<file path="config.mk">
export PLATFORM = sky130hd
export DESIGN_NAME = fifo_rr_arb
export DESIGN_NICKNAME = d
export VERILOG_FILES = /design/src/rtl/fifo_rr_arb.sv
export SDC_FILE = /design/constraint.sdc
export NUM_CORES = 1
export LEC_CHECK = 0
export ABC_AREA = 1
export CAP_MARGIN = 20
export CORE_UTILIZATION = 57
export DETAILED_ROUTE_END_ITERATION = 12
export DONT_BUFFER_PORTS = 1
export HOLD_SLACK_MARGIN = 0.02
export PLACE_DENSITY = 0.75
export SETUP_SLACK_MARGIN = 0.1
export SYNTH_ARGS = -nofsm -noshare
export SYNTH_HDL_FRONTEND = slang
export SYNTH_SLANG_ARGS = --single-unit
</file>
<file path="constraint.sdc">
create_clock -name clk -period 1.9 [get_ports clk]
set_input_delay 0.38 -clock clk [delete_from_list [all_inputs] [get_ports clk]]
set_output_delay 0.38 -clock clk [all_outputs]
set_load 0.005 [all_outputs]
</file>
<file path="src/rtl/fifo_rr_arb.sv">
// fifo_rr_arb: round-robin arbiter that drains NUM_CH show-ahead FIFOs into a
// single registered output stage. In PKT_MODE=1 the grant is held on one channel
// from the first word of a packet until the word carrying the last flag
// (bit DATAWIDTH-1) has been popped.
//
// State table
//   state    | meaning
//   S_IDLE   | free to arbitrate among enabled, unmasked, non-empty channels
//   S_LOCKED | mid-packet; only lock_ch may be popped
//
// Ports
//   clk       input   clock, all state changes on rising edge
//   reset_l   input   asynchronous active-low reset
//   enable    input   permits new packet starts
//   ch_mask   input   per-channel eligibility (1 = eligible)
//   ch_ne     input   per-channel FIFO not-empty
//   ch_data   input   head-of-FIFO words, channel i at [i*DATAWIDTH +: DATAWIDTH]
//   ch_re     output  pop strobes, combinational, one-hot or zero
//   out_data  output  registered forwarded word
//   out_ch    output  registered source channel of out_data
//   out_valid output  out_data/out_ch valid
//   out_ready input   downstream accept
//   locked    output  packet in progress
`timescale 1ns/1ps

module fifo_rr_arb #(
  parameter int NUM_CH    = 4,
  parameter int DATAWIDTH = 18,
  parameter int PKT_MODE  = 1,
  parameter int CHW       = 2
) (
  input  logic                        clk,
  input  logic                        reset_l,
  input  logic                        enable,
  input  logic [NUM_CH-1:0]           ch_mask,
  input  logic [NUM_CH-1:0]           ch_ne,
  input  logic [NUM_CH*DATAWIDTH-1:0] ch_data,
  output logic [NUM_CH-1:0]           ch_re,
  output logic [DATAWIDTH-1:0]        out_data,
  output logic [CHW-1:0]              out_ch,
  output logic                        out_valid,
  input  logic                        out_ready,
  output logic                        locked
);

  typedef enum logic {S_IDLE, S_LOCKED} state_t;

  state_t                state, state_nxt;
  logic [CHW-1:0]        lock_ch, lock_ch_nxt;
  logic [CHW-1:0]        last_grant;
  logic [CHW-1:0]        grant;
  logic [CHW-1:0]        scan_idx;
  logic                  grant_vld;
  logic [NUM_CH-1:0]     cand;
  logic                  slot_free;
  logic                  pop;
  logic [DATAWIDTH-1:0]  pop_word;
  logic [DATAWIDTH-1:0]  ch_word [NUM_CH];

  for (genvar g = 0; g < NUM_CH; g++) begin : g_unpack
    assign ch_word[g] = ch_data[g*DATAWIDTH +: DATAWIDTH];
  end

  assign slot_free = !out_valid || out_ready;

  // Candidate set and round-robin scan. The loop runs from the farthest
  // position back to last_grant+1 so the nearest candidate is written last
  // and wins.
  always_comb begin
    cand      = '0;
    grant     = '0;
    grant_vld = 1'b0;
    scan_idx  = '0;
    if (state == S_LOCKED) begin
      if (ch_ne[lock_ch]) cand[lock_ch] = 1'b1;
    end else if (enable) begin
      cand = ch_ne & ch_mask;
    end
    for (int i = NUM_CH; i >= 1; i--) begin
      scan_idx = CHW'((int'(last_grant) + i) % NUM_CH);
      if (cand[scan_idx]) begin
        grant_vld = 1'b1;
        grant     = scan_idx;
      end
    end
  end

  assign pop      = grant_vld && slot_free;
  assign pop_word = ch_word[grant];

  // Gated by reset_l so no FIFO is popped while the output stage is held in reset.
  always_comb begin
    ch_re = '0;
    if (pop && reset_l) ch_re[grant] = 1'b1;
  end

  always_comb begin
    state_nxt   = state;
    lock_ch_nxt = lock_ch;
    case (state)
      S_IDLE: begin
        if (PKT_MODE != 0 && pop && !pop_word[DATAWIDTH-1]) begin
          state_nxt   = S_LOCKED;
          lock_ch_nxt = grant;
        end
      end
      S_LOCKED: begin
        // Only lock_ch can be a candidate here, so any pop is from lock_ch.
        if (pop && pop_word[DATAWIDTH-1]) state_nxt = S_IDLE;
      end
      default: state_nxt = S_IDLE;
    endcase
  end

  always_ff @(posedge clk or negedge reset_l) begin
    if (!reset_l) begin
      state   <= S_IDLE;
      lock_ch <= '0;
    end else begin
      state   <= state_nxt;
      lock_ch <= lock_ch_nxt;
    end
  end

  always_ff @(posedge clk or negedge reset_l) begin
    if (!reset_l) begin
      out_data   <= '0;
      out_ch     <= '0;
      out_valid  <= 1'b0;
      last_grant <= CHW'(NUM_CH - 1);
    end else if (pop) begin
      out_data   <= pop_word;
      out_ch     <= grant;
      out_valid  <= 1'b1;
      last_grant <= grant;
    end else if (out_ready) begin
      out_valid  <= 1'b0;
    end
  end

  assign locked = (state == S_LOCKED);

endmodule

</file>
# --- Word-level counts from Yosys, hierarchy flattened ---
# Cells that the tools add are included.
op_classes:
  mux: 34
  n_lt_le_gt_ge: 9
  bitwise_logic: 3
  n_addsub: 4
  n_reduce_logical: 11
ops:
  columns: ["operator", "count"]
  rows:
  - ["binary-select mux 18 bit (select 2 bit)", 1]
  - ["2-to-1 mux 18 bit", 2]
  - ["less-than comparator 2 x 3 -> 1 bit (second input constant)", 6]
  - ["2-to-1 mux 4 bit", 4]
  - ["2-to-1 mux 1 bit", 15]
  - ["binary-select mux 1 bit (select 2 bit)", 5]
  - ["2-to-1 mux 2 bit", 4]
  - ["logical AND 1 bit", 6]
  - ["adder 2 x 1 -> 2 bit (second input constant)", 2]
  - ["adder 2 bit (second input constant)", 2]
  - ["AND 4 bit", 1]
  - ["demux 1 bit (select 2 bit)", 2]
  - [">= comparator 2 x 1 -> 1 bit (second input constant)", 2]
  - [">= comparator 3 bit (second input constant)", 1]
  - ["NOT 2 -> 3 bit", 1]
  - ["zero test 1 bit", 2]
  - ["one-hot mux 1 bit (2 select lines)", 1]
  - ["AND reduction 2 bit", 1]
  - ["nonzero test 2 bit", 1]
  - ["logical OR 1 bit", 1]
  - ["NOT 1 bit", 1]
word_totals:
  reg_bits: 26
  out_inout_bits: 26

# --- Depth between registers and ports, before layout ---
logic_depth:
  ltp_word: 20
  depth_mapped: 19
  depth_no_buf: 19

# --- Least setup slack after synthesis ---
# No wires, ideal clock.
synth_path:
  path_type: "flip-flop to output port"
  from: "register last_grant[0]"
  to: "output ch_re[3]"
  required_time_ns: 1.520
  slack_ns: -0.145
  t_arrival_ns: 1.665
  path_stages_with_launch: 12
  cell_sequence: "dfstp_2 buf_4 inv_2 nand3_1 nand2_1 nand2_2 nand2_2 inv_4 nand3_2 nand2_8 nand2_1 nor2_1"
synth_via:
  elab_chain_len: 12
synth_rtl:
  columns: ["item", "line_no", "source"]
  rows:
  - ["from (decl)", "50", "logic [CHW-1:0] last_grant;"]
  - ["from (signal assigned)", "130", "last_grant <= CHW'(NUM_CH - 1);"]
  - ["from (signal assigned)", "135", "last_grant <= grant;"]
  - ["adder 2 x 1 -> 2 bit", "80", "scan_idx = CHW'((int'(last_grant) + i) % NUM_CH);"]
  - ["binary-select mux 1 bit (select 2 bit)", "81", "if (cand[scan_idx]) begin"]
  - ["2-to-1 mux 1 bit (implied by the code)", "81", null]
  - ["2-to-1 mux 2 bit (4 in series)", "81", null]
  - ["less-than comparator 2 x 3 -> 1 bit (implied by the code) / >= comparator 2 x 1 -> 1 bit (equally long branches)", "94", "if (pop && reset_l) ch_re[grant] = 1'b1;"]
  - ["logical AND 1 bit (implied by the code)", "94", null]
  - ["2-to-1 mux 1 bit (implied by the code)", "94", null]
  - ["demux 1 bit (select 2 bit)", "94", null]
  - ["2-to-1 mux 4 bit *", "94", null]
  - ["to (decl)", "38", "output logic [NUM_CH-1:0] ch_re,"]
# Mark *: on every way between the ends. The rest lies on a longest branch, timed or not. The select of a mux whose other input is x is not followed.

# --- Final worst setup path ---
# Same ends and word-level chain as after synthesis.

==> results <==
- The number of vias per cell after detailed routing is 5.92.
- The type of the tightest min-delay check is in -> reg.
- The number of synthesized register bits is 26.
- The critical path class is reg -> out.
- The checks that failed: setup timing.
- For the final database, setup skew stands at 0.00920 ns.
- The number of global-route vias before repair came to 1986.
- The final critical delay including setup and external delays is 2.44 ns.
- The worst hold path terminates at out_valid$_DFFE_PN0P_.
- The remaining number of nets flagged by the antenna check after routing is 0.
- For this run, the top clock speed supported by timing is 411 MHz.
- The commonest register cell after synthesis is sky130_fd_sc_hd__dfrtp_1.
- The share of final-layout standard cells stronger than drive strength 1 is 36.4%.
- The die width is 61.2 um.
- The final-stage net count is 417.
- The number of clock sinks is 26.
- The latest clock arrival within the worst-skew pair is 0.34 ns.
- The layout-stage area growth over the synthesis result is 36.5%.
- Setup repair after global routing could not meet its margin everywhere.
- The max-slew headroom at the worst pin is 82.4%.
- The portion of synthesized cell area occupied by the leading cell type is 30.1%.
- The number of warning messages in the yosys log is 0.
- Across all layers, the routed design uses 2236 vias.
- The final hold violation count is 0.
- The maximum number of pins on one net before global-route repair is 27.
- The element type at the critical path end is a primary output.
- The launching point of the worst reg2reg path is last_grant[0]$_DFFE_PN1N_.
- The summed instance area of the synthesized netlist is 2000 um^2.
- The share of the Yosys chip area taken by registers is 32.7%.
- Across all register-to-register paths, the minimum setup slack is -0.47 ns.
- TritonCTS created 3 clock buffers.
- STA classifies the critical path startpoint as a flip-flop.
- From bottom edge to top edge, the die measures 61.2 um.
- TritonCTS built the clock tree.
- The total grt overflow is 0.
- The remaining design rule violation count is 0.
- Port buffering added 0 buffers.
- Once routing completed, OpenROAD measured the worst setup slack at -0.535 ns.
- Setup violations remaining at the end of the flow were counted as 30.
- The first global-routing pass estimated 9270 um of wire.
- The total core area is 3340 um^2.
- The wire-length estimate of the detail-placed layout is 3680 um.
- For the worst flop-to-flop path, the logic depth is 18.
- By area the synthesized netlist is led by sky130_fd_sc_hd__dfrtp_1 30%, sky130_fd_sc_hd__nand2_1 30%, sky130_fd_sc_hd__nand4_1 6.3%.
- The end of the worst register-to-register path is lock_ch[0]$_DFFE_PN0P_.
- In this design, the stage delay of the slowest critical-path cell is 0.61 ns.
- The number of cells traversed by the worst hold path is 1.
- The number of core rows is 21.
- The post-synthesis async set-or-reset flop share is 100%.
- The number of antenna violations at the first check in global routing came to 0.
- The slowest stage of the critical path is the sky130_fd_sc_hd__dfstp_2 cell.
- The sequential cell area in the final layout is 654 um^2.
- The worst hold path begins at out_ready.
- The largest buffer count on any clock path is 2.
- The pin slew with the least headroom to its limit is 0.264 ns.
- The filler cell count in the final layout is 217.
- Global routing consumed, over all layers together, 34.0% of the routing resources.
- The count of max-cap constraint violations is 0.
- The flow ran to the end, but the final reports show violations.
- In the finished design, the share of the clock period the worst path needs comes to 128%.
- After clock tree synthesis, the clock-pin slew on the worst setup and hold paths is 0.16 ns.
- The number of distinct standard cells referenced by the synthesized netlist is 27.
- The signal on the critical path passes through buf_6, inv_6, nand3_2, nand2_4, nand2_2, nand2_2, inv_2, nand2_4, nand2_4, nand2_4, nand2_8, nand2_2, nor2_2.
- The synthesized design spends more area on one cell type than any other, namely sky130_fd_sc_hd__dfrtp_1.
- In the post-synthesis netlist, the cell with the most instances is sky130_fd_sc_hd__nand2_1.
- The arrival time of the worst setup path is 2.06 ns.
- The total wire length after detailed routing is 6660 um.
- The last weighted congestion value of the routability-driven placer is 0.882.
- The average cell area after synthesis is 6.86 um^2.
- In the final routed layout, each cell accounts on average for 17.6 um.
- The number of DRC markers in iteration 0 is 197.
- The number of pins exceeding their max-slew limit in the final report is 0.
- The post-synthesis net count is 375.
- By count the netlist is led by 157 x sky130_fd_sc_hd__nand2_1, 24 x sky130_fd_sc_hd__dfrtp_1, 22 x sky130_fd_sc_hd__nand3_1.
- The number of antenna cells inserted is 0.
- The multi-input logic area is 1480 um^2.
- CTS built an H-tree with a depth of 1.
- The maximum fanout along the worst path is 6.
- The boundary pin count is 110.
- Among the stages of the critical path, the cell type that occurs most often is sky130_fd_sc_hd__nand2_4.
- In this run, synthesis inferred 0 flip-flops with an integrated enable.
- The number of iterations in the first detailed-routing pass is 4.
- In the final timing run, aggregate negative setup slack is -10.48 ns.
- The required time reported for the critical path endpoint is 1.52 ns.
- The area of the die is 3740 um^2.
- The root buffer cell is sky130_fd_sc_hd__clkbuf_4.
- The initial utilization of the core area, before any placement, comes to 59.8%.
- Synthesis handed over a netlist of 291 instances.
[layout make-up]
class / instances / area share (%)
sequential: 26 / 24.0
inverter: 14 / 2.76
clock buffer: 4 / 1.33
timing repair buffer: 39 / 15.3
multi-input combinational: 249 / 54.5
tap: 46 / 2.11
[through the flow]
| step | worst slack [ns] | util [%] | hold WS [ns] | instance area [um^2] | std cells |
|---|---|---|---|---|---|
| 2_1_floorplan | -0.0533 | - | 0.0844 | 2100 | 291 |
| 6_report | -0.535 | 81.6 | 0.0871 | 2720 | 378 |
| 4_1_cts | -0.462 | 79.0 | 0.120 | 2640 | 374 |
| 3_3_place_gp | -0.215 | 66.3 | 0.0850 | 2210 | 345 |
| 3_5_place_dp | -0.247 | 66.3 | 0.0850 | 2210 | 345 |
| 5_1_grt | -0.650 | 81.6 | 0.0898 | 2720 | 378 |
[logic make-up after synthesis]
| group | after synthesis | synth area share (%) |
|---|---|---|
| AO/OA/AOI/OAI | 7 | 2.57 |
| XOR/XNOR | 1 | 0.815 |
| buffers and inverters | 23 | 6.77 |
| flip-flops | 26 | 32.7 |
| AND/OR/NAND/NOR | 234 | 57.1 |
[cell usage in the layout, fill, tap and decap left out, drive strengths merged]
| cell | instances |
|---|---|
| a21oi | 1 |
| a31oi | 1 |
| buf | 38 |
| clkbuf | 4 |
| dfrtp | 24 |
| dfstp | 2 |
| dlygate4sd3 | 1 |
| inv | 14 |
| nand2 | 176 |
| nand3 | 24 |
| nand4 | 20 |
| nor2 | 18 |
| nor3 | 3 |
| o21ai | 5 |
| xnor2 | 1 |
[registers in the layout, indices dropped and copies added (netlist names)]
name and count:
locked 1, lock_ch 2, last_grant 2, out_data 18, out_valid 1, out_ch 2
[critical path: cells and delay by family, from the launching register on]
kind          cells  cell delay (ns)
simple gates     10             0.83
flops             1             0.61
buf+inv           3             0.25
[per-layer routing]
metal | vias up | wire length [um] | track usage [%]
li1 | 1033 | - | -
met1 | 1049 | 2440 | 42.0
met2 | 131 | 3460 | 61.2
met3 | 23 | 554 | 6.09
met4 | 0 | 196 | 8.77
met5 | - | 0 | 0
[repair_timing]
item                                    4_1_cts  5_1_grt
endpoints found under the hold margin        26        0
setup buffers                                16        5
cloned                                        7        0
pin swaps                                    27       28
resized for setup                            39       16
hold buffers                                  2        0
endpoints found under the setup margin       30       30
[how the worst max path moves through the flow]
| stage | startpoint | slack [ns] | endpoint | cells past startpoint |
|---|---|---|---|---|
| 2_1_floorplan | last_grant[0]$_DFFE_PN1N_ | -0.05 | ch_re[0] | 9 |
| 3_3_place_gp | last_grant[0]$_DFFE_PN1N_ | -0.21 | out_data[1]$_DFFE_PN0N_ | 14 |
| 3_5_place_dp | last_grant[0]$_DFFE_PN1N_ | -0.25 | out_data[10]$_DFFE_PN0N_ | 14 |
| 4_1_cts | lock_ch[0]$_DFFE_PN0P_ | -0.46 | ch_re[1] | 10 |
| 5_1_grt | lock_ch[0]$_DFFE_PN0P_ | -0.65 | ch_re[0] | 11 |
| 6_report | last_grant[0]$_DFFE_PN1N_ | -0.54 | ch_re[3] | 13 |
Power is not shown: default switching activity piles up to over one toggle a cycle in this logic, so the estimate is an artifact.
